<file path="src/rtl/pipe_ctrl_pkg.sv">
// Shared types and constants for the pipeline control blocks (hazard_ctrl, hazard_detect).
package pipe_ctrl_pkg;

  typedef enum logic {
    RUN      = 1'b0,
    MEM_HOLD = 1'b1
  } hc_state_t;

  localparam logic [4:0] REG_ZERO       = 5'd0;
  localparam int         MD_LAT_DEFAULT = 32;
  localparam int         PERF_CNT_W     = 32;
  localparam int         MD_CNT_W       = 8;

endpackage

</file>
<file path="src/rtl/hazard_detect.sv">
// Combinational load-use and mult/div hazard detection; x0 never creates a dependency.
module hazard_detect
  import pipe_ctrl_pkg::*;
(
  input  logic [4:0] i_id_rs,
  input  logic [4:0] i_id_rt,
  input  logic       i_id_uses_rs,
  input  logic       i_id_uses_rt,
  input  logic       i_id_md_use,
  input  logic       i_ex_memread,
  input  logic [4:0] i_ex_rd,
  input  logic       i_md_busy,
  output logic       o_load_use,
  output logic       o_md_hazard
);

  logic w_rs_hit;
  logic w_rt_hit;

  assign w_rs_hit    = i_id_uses_rs & (i_id_rs == i_ex_rd);
  assign w_rt_hit    = i_id_uses_rt & (i_id_rt == i_ex_rd);
  assign o_load_use  = i_ex_memread & (i_ex_rd != REG_ZERO) & (w_rs_hit | w_rt_hit);
  assign o_md_hazard = i_md_busy & i_id_md_use;

endmodule

</file>
<file path="src/rtl/hazard_ctrl.sv">
// Pipeline hazard/sequencing controller: freeze FSM, mult/div countdown and control priority mux.
// Optional HAZARD_PERF_CNT_EN adds saturating stall/flush/freeze counters (and the CNT_W parameter).
module hazard_ctrl
  import pipe_ctrl_pkg::*;
#(
  parameter int MD_LAT = MD_LAT_DEFAULT
`ifdef HAZARD_PERF_CNT_EN
  ,parameter int CNT_W = PERF_CNT_W
`endif
)(
  input  logic       clk,
  input  logic       rst,
  input  logic [4:0] id_rs,
  input  logic [4:0] id_rt,
  input  logic       id_uses_rs,
  input  logic       id_uses_rt,
  input  logic       id_md_use,
  input  logic       id_jump,
  input  logic       ex_memread,
  input  logic [4:0] ex_rd,
  input  logic       ex_branch_taken,
  input  logic       ex_md_start,
  input  logic       dmem_ready,
  output logic       pc_write,
  output logic       ifid_write,
  output logic       ifid_stall,
  output logic       ifid_flush,
  output logic       idex_write,
  output logic       idex_flush,
  output logic       exmem_write,
  output logic       md_busy,
  output logic       mem_hold
`ifdef HAZARD_PERF_CNT_EN
  ,output logic [CNT_W-1:0] stall_cycles
  ,output logic [CNT_W-1:0] flush_events
  ,output logic [CNT_W-1:0] freeze_cycles
`endif
);

  localparam logic [MD_CNT_W-1:0] MD_LOAD = MD_CNT_W'(MD_LAT);

  hc_state_t           r_state;
  logic [MD_CNT_W-1:0] r_md_cnt;
  logic                r_rst_q;

  logic w_in_rst;
  logic w_freeze;
  logic w_load_use;
  logic w_md_hazard;
  logic w_stall_grant;

  // Reset outputs persist until the first posedge after rst falls.
  assign w_in_rst = rst | r_rst_q;
  assign w_freeze = ~dmem_ready;
  assign md_busy  = (r_md_cnt != '0);
  assign mem_hold = (r_state == MEM_HOLD);

  hazard_detect u_detect (
    .i_id_rs      (id_rs),
    .i_id_rt      (id_rt),
    .i_id_uses_rs (id_uses_rs),
    .i_id_uses_rt (id_uses_rt),
    .i_id_md_use  (id_md_use),
    .i_ex_memread (ex_memread),
    .i_ex_rd      (ex_rd),
    .i_md_busy    (md_busy),
    .o_load_use   (w_load_use),
    .o_md_hazard  (w_md_hazard)
  );

  assign w_stall_grant = ~w_in_rst & ~w_freeze & ~ex_branch_taken & (w_load_use | w_md_hazard);

  always_ff @(posedge clk or posedge rst) begin
    if (rst) begin
      r_rst_q  <= 1'b1;
      r_state  <= RUN;
      r_md_cnt <= '0;
    end else if (r_rst_q) begin
      r_rst_q  <= 1'b0;
    end else begin
      case (r_state)
        RUN:      if (!dmem_ready) r_state <= MEM_HOLD;
        MEM_HOLD: if (dmem_ready)  r_state <= RUN;
        default:  r_state <= RUN;
      endcase
      // A new issue restarts the window even if the unit is still busy.
      if (ex_md_start && !w_freeze) r_md_cnt <= MD_LOAD;
      else if (r_md_cnt != '0)      r_md_cnt <= r_md_cnt - 1'b1;
    end
  end

  always_comb begin
    pc_write    = 1'b1;
    ifid_write  = 1'b1;
    ifid_stall  = 1'b0;
    ifid_flush  = 1'b0;
    idex_write  = 1'b1;
    idex_flush  = 1'b0;
    exmem_write = 1'b1;
    if (w_in_rst) begin
      pc_write    = 1'b0;
      ifid_write  = 1'b0;
      idex_write  = 1'b0;
      exmem_write = 1'b0;
      ifid_flush  = 1'b1;
      idex_flush  = 1'b1;
    end else if (w_freeze) begin
      pc_write    = 1'b0;
      ifid_write  = 1'b0;
      idex_write  = 1'b0;
      exmem_write = 1'b0;
    end else if (ex_branch_taken) begin
      ifid_flush = 1'b1;
      idex_flush = 1'b1;
    end else if (w_load_use | w_md_hazard) begin
      pc_write   = 1'b0;
      ifid_stall = 1'b1;
      idex_flush = 1'b1;
    end else if (id_jump) begin
      ifid_flush = 1'b1;
    end
  end

`ifdef HAZARD_PERF_CNT_EN
  always_ff @(posedge clk or posedge rst) begin
    if (rst) begin
      stall_cycles  <= '0;
      flush_events  <= '0;
      freeze_cycles <= '0;
    end else begin
      if (w_stall_grant && (stall_cycles != '1))
        stall_cycles <= stall_cycles + 1'b1;
      if (ifid_flush && !w_in_rst && (flush_events != '1))
        flush_events <= flush_events + 1'b1;
      if (w_freeze && !w_in_rst && (freeze_cycles != '1))
        freeze_cycles <= freeze_cycles + 1'b1;
    end
  end
`else
  logic w_unused_grant;
  assign w_unused_grant = w_stall_grant;
`endif

endmodule

</file>
<file path="config.mk">
export PLATFORM = sky130hd
export DESIGN_NAME = hazard_ctrl
export DESIGN_NICKNAME = d
export VERILOG_FILES = /design/src/rtl/pipe_ctrl_pkg.sv /design/src/rtl/hazard_detect.sv /design/src/rtl/hazard_ctrl.sv
export SDC_FILE = /design/constraint.sdc
export NUM_CORES = 1
export LEC_CHECK = 0
export CAP_MARGIN = 30
export CORE_ASPECT_RATIO = 0.75
export CORE_UTILIZATION = 37
export DETAILED_ROUTE_END_ITERATION = 8
export GPL_ROUTABILITY_DRIVEN = 0
export GPL_TIMING_DRIVEN = 0
export MAX_ROUTING_LAYER = met4
export PLACE_DENSITY_LB_ADDON = 0.08
export SETUP_SLACK_MARGIN = 0.5
export SLEW_MARGIN = 20
export SYNTH_ARGS = -nofsm -noshare
export SYNTH_HDL_FRONTEND = slang
export SYNTH_SLANG_ARGS = --single-unit
</file>
<file path="constraint.sdc">
create_clock -name clk -period 2.15 [get_ports clk]
set_input_delay 0.5375 -clock clk [delete_from_list [all_inputs] [get_ports clk]]
set_output_delay 0.5375 -clock clk [all_outputs]
set_load 0.005 [all_outputs]
</file>
# Word-level counts from Yosys, hierarchy flattened
# Cells that the tools add are included.
[totals]
out_inout_bits = 9
in_bits = 25
ff_bits = 10
[op_classes]
eq_ne = 2
n_mux = 21
n_addsub = 1
reduce_logical = 5
bitwise_logic = 9
[ops]
columns = ["op", "count"]
rows = [
  ["1-bit 2-to-1 mux", 19],
  ["8-bit 2-to-1 mux", 2],
  ["5-bit equality test", 2],
  ["8-bit nonzero test", 1],
  ["8-bit by 1-bit subtractor with 8-bit output, second input constant", 1],
  ["1-bit AND", 5],
  ["5-bit nonzero test", 1],
  ["1-bit OR", 3],
  ["2-bit AND reduction", 1],
  ["2-bit nonzero test", 1],
  ["1-bit logical AND", 1],
  ["1-bit NOT", 1],
]

# Longest topological paths before layout
[logic_depth]
depth_word = 9
ltp_mapped = 6
ltp_nobuf = 6

# By module
# From an unflattened synthesis, not the netlist that was laid out.
[unflattened]
hier_cells = 91
hier_area_um2 = 764.5
[by_module_without_submodules]
columns = ["mod", "area_each_um2", "seq_area_each_um2", "cells_each", "instances"]
rows = [
  ["hazard_ctrl", 624.3, 251.5, 73, 1],
  ["hazard_detect", 140.1, 0.0, 18, 1],
]

# Worst setup path before layout
# OpenSTA, ideal clock, no wires.
[synth_timing]
kind = "in2out"
start = "input port ex_rd[1]"
end = "output port ifid_stall"
stages = 4
arrival_time_ns = 1.604
path_slack_ns = 0.009
required_time_ns = 1.612
path_cell_list = "or4_1 > o21ai_0 > nor3_1 > a21o_1"
[synth_via]
elab_chain_cells = 9
elab_cells_between_ends = 13
[synth_rtl]
columns = ["element", "line", "text"]
rows = [
  ["start: declaration", "hazard_ctrl.sv:20", "input logic [4:0] ex_rd,"],
  ["5-bit equality test, on equally long branches", "hazard_detect.sv:20, hazard_detect.sv:21", ""],
  ["1-bit AND, on equally long branches", "hazard_detect.sv:20, hazard_detect.sv:21", ""],
  ["1-bit OR", "hazard_detect.sv:22", "assign o_load_use = i_ex_memread & (i_ex_rd != REG_ZERO) & (w_rs_hit | w_rt_hit);"],
  ["1-bit AND (*)", "hazard_detect.sv:22", ""],
  ["1-bit OR (*)", "hazard_ctrl.sv:115", "end else if (w_load_use | w_md_hazard) begin"],
  ["1-bit 2-to-1 mux (*)", "hazard_ctrl.sv:115", ""],
  ["1-bit 2-to-1 mux (*)", "hazard_ctrl.sv:112", "end else if (ex_branch_taken) begin"],
  ["1-bit 2-to-1 mux (*)", "hazard_ctrl.sv:107", "end else if (w_freeze) begin"],
  ["1-bit 2-to-1 mux (*)", "hazard_ctrl.sv:100", "if (w_in_rst) begin"],
  ["end: declaration", "hazard_ctrl.sv:26", "output logic ifid_stall,"],
]
# Mark *: on every way between the ends. The rest lies on a longest branch, timed or not.

# Final worst setup path
[layout_timing]
start = "input port ex_rd[4]"
end = "output port ifid_stall"
# Same word-level chain as after synthesis.

==> results_dict.tcl <==
set metrics [dict create \
    cts_tree "built" \
    status "finished with violations" \
    port_buffers 33 \
    finalNonFillerCells 174 \
    die_h_um 41.9 \
    ctsLongestPathBuffers 2 \
    critPathMaxFanout 3 \
    synth_fa_ha_area_frac 0.0318 \
    max-vdd-ir-drop_mv 0.883 \
    synth_edf_count 0 \
    design_area_um2 1510 \
    rr_worst_depth 8 \
    slowest_stage "or4_4" \
    std_cell_rows 14 \
    period_minus_slack_ns 2.33 \
    reg2reg_setup_slack_ns 0.34 \
    holdBufCountCts 0 \
    synth_compound_area_frac 0.186 \
    synth_top_family_by_area "simple AND/OR/NAND/NOR gates" \
    setup.worst_path.start "ex_rd[4]" \
    r2r_start "r_md_cnt[0]" \
    grt.overflow.total 0 \
    first_global_vias 886 \
    num_vias 900 \
    rsz0062_at_grt "yes" \
    timing.fmax_ghz 0.429 \
    clk_transition_reported_paths_ns 0.08 \
    crit_required_ns 1.61 \
    antenna_found_initial 0 \
    cts-root-buf "clkbuf_4" \
    dieArea_um2 2320 \
    violations "negative setup slack" \
    synthArstFlopShare 1.00 \
    grt_max_degree 11 \
    synthesis.area_um2 787 \
    ys.flop_type "dfrtp_1" \
    ys_ff_latch 10 \
    path_cells "buf_8 > or4_4 > o21ai_4 > buf_6 > nor3_2 > a21o_1 > buf_2" \
    arrival_ns 1.80 \
    min_path_type "in2async" \
    tns_ns -0.575 \
    nets 178 \
    synth_warnings 0 \
    preCtsSetupSlack_ns -0.915 \
    grt_pass1_wl_mm 3.97 \
    routed_wl_mm 2.55 \
    setup_viol 4 \
    synth-simple-area-share 0.243 \
    viasPerCell 5.17 \
    core_um2 2000 \
    leakagePower_nw 0.641 \
    die_w_um 55.3 \
    slew_viol_final 0 \
    cts_buffers 3 \
    initialDrtViolationCount 20 \
    drive_gt1_frac 0.493 \
    firstDrtPassIters 4 \
    cp_slowest_stage_delay_ns 0.53 \
    avgSynthCellArea_um2 8.74 \
    endpoint_kind "primary output" \
    power_density_nw_per_um2 803 \
    r2r_end "r_md_cnt[7]" \
    ys_seq_area_frac 0.320 \
    skew_ns 0.00988 \
    start_kind "primary input" \
    initial_core_util 0.394 \
    crit_end "ifid_stall" \
    hpwlAfterDp_mm 1.55 \
    dpl-instance-area_um2 1170 \
    syn-num-nets 117 \
    ios 34 \
    antenna_cells 0 \
    synth_cell_types 34 \
    synthesis.instances 90 \
    timing.final.hold_violations 0 \
    post-route-worst-setup-slack_ns -0.183 \
    fin_crit_sh 1.09 \
    synthXorXnorAreaFrac 0.145 \
    remaining_drc_errors 0 \
    wl_per_cell_um 14.7 \
    final_antenna_net_count 0 \
    grt_usage 0.234 \
    clk_latency_ns 0.28 \
    drv_cap 0 \
    placedCellCount 147 \
    setup.worst_path.class "in2out" \
    area_delta_synth_final_pct 92.4 \
    htreeDepth 1 \
    cts.sinks 10 \
    power_mw 1.22 \
    muxShareOfSynthArea 0.0127 \
]
-- cells by family (layout without fill, tap and decap cells) --
family / after synthesis / count (layout)
buffers and inverters: 8 / 68
DFF: 10 / 10
and+or+nand+nor: 32 / 32
adders and majority gates: 2 / 2
muxes: 1 / 1
xor gates and xnor gates: 13 / 13
other: 1 / 1
AOI/OAI and AO/OA: 23 / 23
-- cell usage in the layout (no fill, tap or decap), types with 2 or more instances in the layout --
cell and count:
nand4_1 2, nor2_1 5, inv_2 3, a21oi_1 3, a21oi_2 2, nand2_1 3
buf_2 8, or4_4 3, ha_4 2, a31oi_4 2, a31oi_1 3, clkbuf_4 3
dfrtp_1 8, clkdlybuf4s50_1 9, or3_1 2, dlygate4sd2_1 12, buf_4 15, nor3_2 2
buf_6 14, xnor2_1 13, o21ai_0 2, nor3_1 3, nand2_2 3
-- per-layer routing --
| layer | vias to the layer above | global-route usage | part of all wire |
|---|---|---|---|
| li1 | 450 | - | - |
| met1 | 429 | 0.307 | 0.44 |
| met2 | 21 | 0.369 | 0.51 |
| met3 | 0 | 0.0717 | 0.044 |
| met4 | 0 | 0.0300 | 0 |
| met5 | - | - | 0 |
-- repair_timing --
| item | CTS | global route |
|---|---|---|
| resized for setup | 100 | 12 |
| endpoints found under the setup margin | 13 | 14 |
| pin swaps | 26 | 3 |
| setup buffers | 20 | 3 |
-- state kept, by name, indices dropped and copies added, names as in the netlist --
name	count
r_md_cnt	8
r_rst_q	1
mem_hold	1
-- where the power goes --
group	switching [mW]	internal [mW]	total (mW)
clock network	0.0752	0.103	0.178
registers	0.0893	0.254	0.344
logic	0.301	0.393	0.693
-- worst max-delay path: cells and delay by family --
family / cells / cell delay, ns
simple gates: 2 / 0.56
buf+inv: 3 / 0.33
compound gates: 2 / 0.36
-- how the worst min path moves through the flow --
| stage | start | to | slack, ns | cells after the start |
|---|---|---|---|---|
| floorplan | rst | mem_hold | 0.33 | 1 |
| global placement | mem_hold | mem_hold | 0.51 | 2 |
| detailed placement | mem_hold | mem_hold | 0.51 | 2 |
| CTS | rst | r_md_cnt[2] | 0.50 | 3 |
| global route | rst | r_md_cnt[3] | 0.53 | 3 |
| finish | rst | r_md_cnt[0] | 0.51 | 3 |
-- cell usage after synthesis, types with 2 or more instances --
master    n  area (um2)
xnor2_1  13         114
dfrtp_1   9         225
nand2_1   6        22.5
a21oi_1   5        25.0
a31oi_1   5        31.3
inv_1     5        18.8
nor2_1    5        18.8
nor3_1    5        25.0
o21ai_0   4        20.0
or3_1     3        18.8
or4_1     3        22.5
buf_4     2        15.0
ha_1      2        25.0
nand4_1   2        12.5
o22ai_1   2        12.5
-- final cells by class --
type                    count  area (um2)
fillers                   140         483
repair buffers             56         487
plain buffers               3        33.8
flip-flops and latches     10         253
clock buffers               4        36.3
inverters                   5        22.5
well taps                  24        30.0
multi-input cells          72         652
-- stage by stage --
stage / utilization / hold slack (ns)
detailed placement: 0.584 / 0.512
global route: 0.758 / 0.533
global placement: 0.584 / 0.514
finish: 0.758 / 0.508
floorplan: - / 0.331
CTS: 0.724 / 0.497
(Power assumes the default switching activity.)
